`src/rtl/arb_stream_mux.sv`:
```
// N-channel, W-bit stream multiplexer with valid/ready handshakes, an internal arbiter
// and one registered output stage. Define ARB_STREAM_MUX_RR_EN for round-robin; default is fixed priority.
module arb_stream_mux #(
  parameter  int N_CH  = 4,
  parameter  int W     = 4,
  localparam int SEL_W = $clog2(N_CH)
) (
  input  logic              clk,
  input  logic              rst,
  input  logic [N_CH-1:0]   in_valid,
  input  logic [N_CH*W-1:0] in_data,
  output logic [N_CH-1:0]   in_ready,
  output logic              out_valid,
  output logic [W-1:0]      out_data,
  output logic [SEL_W-1:0]  out_sel,
  input  logic              out_ready
);

  logic             can_acc;
  logic             gnt_vld;
  logic [SEL_W-1:0] gnt_idx;
  logic [N_CH-1:0]  grant;
  logic             in_xfer;

  assign can_acc = !out_valid || out_ready;

`ifdef ARB_STREAM_MUX_RR_EN
  logic [SEL_W-1:0] ptr;

  // Search starts at ptr and wraps explicitly so non-power-of-2 channel counts never index past N_CH-1.
  always_comb begin
    int idx;
    // NOTE: every always_comb output gets a default first; a path that skips an assignment infers a latch.
    gnt_vld = 1'b0;
    gnt_idx = '0;
    for (int k = 0; k < N_CH; k++) begin
      idx = int'(ptr) + k;
      if (idx >= N_CH) idx = idx - N_CH;
      if (!gnt_vld && in_valid[idx]) begin
        gnt_vld = 1'b1;
        gnt_idx = SEL_W'(idx);
      end
    end
  end

  always_ff @(posedge clk) begin
    if (rst) begin
      ptr <= '0;
    end else if (in_xfer) begin
      ptr <= (gnt_idx == SEL_W'(N_CH - 1)) ? '0 : gnt_idx + 1'b1;
    end
  end
`else
  // Scanning downwards lets the lowest valid index overwrite any higher one.
  always_comb begin
    gnt_vld = 1'b0;
    gnt_idx = '0;
    for (int k = N_CH - 1; k >= 0; k--) begin
      if (in_valid[k]) begin
        gnt_vld = 1'b1;
        gnt_idx = SEL_W'(k);
      end
    end
  end
`endif

  always_comb begin
    grant = '0;
    if (gnt_vld) grant[gnt_idx] = 1'b1;
  end

  assign in_xfer  = gnt_vld && can_acc;
  assign in_ready = (in_xfer && !rst) ? grant : '0;

  always_ff @(posedge clk) begin
    // NOTE: sequential state uses non-blocking assignments so every register samples pre-edge values.
    if (rst) begin
      out_valid <= 1'b0;
      out_data  <= '0;
      out_sel   <= '0;
    end else if (in_xfer) begin
      out_valid <= 1'b1;
      out_data  <= in_data[int'(gnt_idx)*W +: W];
      out_sel   <= gnt_idx;
    end else if (out_ready) begin
      out_valid <= 1'b0;
    end
  end

endmodule
```
`config.mk`:
```
export PLATFORM = sky130hd
export DESIGN_NAME = arb_stream_mux
export DESIGN_NICKNAME = d
export VERILOG_FILES = /design/src/rtl/arb_stream_mux.sv
export SDC_FILE = /design/constraint.sdc
export NUM_CORES = 1
export LEC_CHECK = 0
export ABC_AREA = 1
export ABC_CLOCK_PERIOD_IN_PS = 2600
export BUFFER_PORTS_ARGS = -buffer_cell sky130_fd_sc_hd__buf_4
export CELL_PAD_IN_SITES_DETAIL_PLACEMENT = 0
export CELL_PAD_IN_SITES_GLOBAL_PLACEMENT = 1
export CORE_UTILIZATION = 30
export DETAILED_ROUTE_END_ITERATION = 10
export PLACE_DENSITY_LB_ADDON = 0.1
export SKIP_LAST_GASP = 1
export SLEW_MARGIN = 20
export SYNTH_ARGS = -nofsm -noshare
export SYNTH_HDL_FRONTEND = slang
export SYNTH_SLANG_ARGS = --single-unit
```
`constraint.sdc`:
```
create_clock -name clk -period 2.6 [get_ports clk]
set_input_delay 0.52 -clock clk [delete_from_list [all_inputs] [get_ports clk]]
set_output_delay 0.52 -clock clk [all_outputs]
set_load 0.01 [all_outputs]
```
==> flow_summary.json <==
{
  "yosysTopAreaCell": "dfxtp_1",
  "postCtsHoldBufs": 0,
  "dominantRegCellSynth": "dfxtp_1",
  "worst_pin_slew_ns": 0.313,
  "fin_crit_sh": 0.764,
  "areaGrowthSynthToFinish_pct": 47.1,
  "drive_above_1_share": 0.504,
  "relSlewSlack": 0.792,
  "ctsResizeCount": 0,
  "drtPass1Iterations": 3,
  "fin_crit_ns": 1.99,
  "hpwl_mm": 1.21,
  "path_clk_slew_ns": 0.06,
  "cts_made_buffers": 3,
  "ys_seq_area_frac": 0.233,
  "synthCells": 86,
  "drc": 0,
  "dieArea_mm2": 0.00218,
  "status": "complete, no violations",
  "grt_max_degree": 13,
  "synth_common_cells": "17 x nand3_1, 10 x nand2_1, 9 x inv_2, 8 x inv_1, 7 x dfxtp_1",
  "clk_latency_ns": 0.26,
  "netlist_area_um2": 601,
  "timing.clock.skew_ns": 0.00457,
  "cap_violations": 0,
  "yosysMostFrequentCell": "nand3_1",
  "synth_edf_count": 0,
  "antenna_found_initial": 0,
  "track_usage": 0.149,
  "antenna_left": 0,
  "yosysWarningCount": 0,
  "ff_latch_area_um2": 140,
  "synth_top_area_frac": 0.233,
  "grt_pass1_vias": 538,
  "syn_avg_cell_area_um2": 6.98,
  "endpoint_kind": "output port",
  "intPower_uw": 235,
  "cts_tree": "yes",
  "cts_setup_buffers": 0,
  "grt_pass1_wl_mm": 2.24,
  "hp-class": "in2reg",
  "num-fill-cells": 199,
  "syn-num-nets": 109,
  "core-area_mm2": 0.00180,
  "rows": 15,
  "die_w_um": 46.7,
  "power.switching_uw": 108,
  "cts_sinks": 7,
  "fin_tns_setup_ns": 0,
  "grt_overflow": 0,
  "clkPwrFrac": 0.298,
  "fin_ws_ns": 0.614,
  "slew_violations": 0,
  "start_kind": "primary input",
  "power_density_mw_per_mm2": 388,
  "max_freq_mhz": 503,
  "rsz0062_at_grt": "no",
  "htree_num_levels": 1,
  "die_y_um": 46.7,
  "start_util": 0.333,
  "finalSetupViolations": 0,
  "place.gp.congestion": 0.686,
  "pwr-share-comb": 0.348,
  "critPathKind": "in2out",
  "wl_per_cell_um": 9.97,
  "leakage_uw": 0.000468,
  "cts_buffer_depth": 2,
  "hold_viol_final": 0,
  "drt-total-wl_mm": 1.46,
  "multi_input_area_um2": 357,
  "switching_share": 0.316,
  "cp_max_fo": 12,
  "p_seq_frac": 0.354,
  "vias": 619,
  "crit_required_ns": 2.08,
  "arrival_ns": 1.47,
  "viasPerCell": 4.24,
  "ios": 34,
  "ys_types": 19,
  "antennaDiodeCount": 0,
  "drtIter0Drc": 7,
  "dp_slack_ns": 0.604,
  "clockRootBuffer": "clkbuf_4",
  "synth-async-reset-ratio": 0,
  "ys_ff_latch": 7,
  "portBuffers": 33,
  "peakVddDrop_v": 0.000281,
  "synthTopCellsByArea": "dfxtp_1 23%, nand3_1 14%, nor2_4 7.5%, nand2_1 6.3%, inv_2 5.6%",
  "nNetsFinal": 145
}
power groups by stage:
stage | logic [uW] | clock network [uW] | registers (uW)
detailed placement | 120 | 0 | 124
floorplan | 62.6 | 0 | 128
CTS | 121 | 106 | 122
finish | 119 | 102 | 121
global placement | 120 | 0 | 123
global route | 131 | 116 | 122
critical path, stage by stage:
cell	delay, ns
buf_4	0.13
nor2_4	0.27
nand2_2	0.13
o21ai_4	0.12
nor2_4	0.06
inv_2	0.06
nor3_2	0.03
buf_4	0.15
per-layer routing:
metal	up-vias	routed length [um]	global-route usage	share of wire
li1	344	-	-	-
met1	253	651	0.177	0.45
met2	22	681	0.250	0.47
met3	0	122	0.0615	0.084
met4	0	0	0.0343	0
met5	-	0	0	0
flip-flops by register name, indices dropped and copies added (netlist names):
signal and flops:
out_sel 2, out_valid 1, out_data 4
layout make-up:
| cell class | instances | area share |
|---|---|---|
| Clock buffer | 4 | 0.0297 |
| Tap cell | 25 | 0.0354 |
| Inverter | 18 | 0.0921 |
| Timing Repair Buffer | 33 | 0.280 |
| Sequential cell | 7 | 0.159 |
| Multi-Input combinational cell | 59 | 0.404 |
layout by cell type (no fill, tap or decap), types with 4 or more instances in the layout:
master / netlist / final
inv_2: 9 / 9
nor2_1: 6 / 6
inv_1: 8 / 8
a21oi_1: 4 / 4
dfxtp_1: 7 / 7
nand3_1: 17 / 17
o21ai_1: 6 / 6
nor2_4: 4 / 4
nand2_1: 10 / 10
buf_4: 0 / 33
stage by stage:
step,power (uW),std cells,area (um2),util,hold slack (ns)
after floorplan,190,86,601,-,0.487
after global placement,244,142,857,0.476,0.466
after detailed placement,244,142,857,0.476,0.469
after CTS,348,146,883,0.490,0.457
after global routing,369,146,883,0.490,0.457
final,343,146,883,0.490,0.464
cell families after synthesis:
kind of cell | after synthesis | share of synthesized area
buffers and inverters | 20 | 0.173
and+or+nand+nor | 44 | 0.413
DFF | 7 | 0.233
AOI/OAI and AO/OA | 15 | 0.181
path summary, 6_finish.rpt:
check / start / endpoint / slack (ns) / depth (start not counted)
worst max-delay path: in_valid[0] / in_ready[3] / 0.61 / 8
worst min-delay path: rst / out_sel[1] / 0.46 / 2
worst max register to register: out_valid / out_data[3] / 1.57 / 5
worst min register to register: out_sel[1] / out_sel[1] / 0.47 / 2
(Power assumes the default switching activity.)
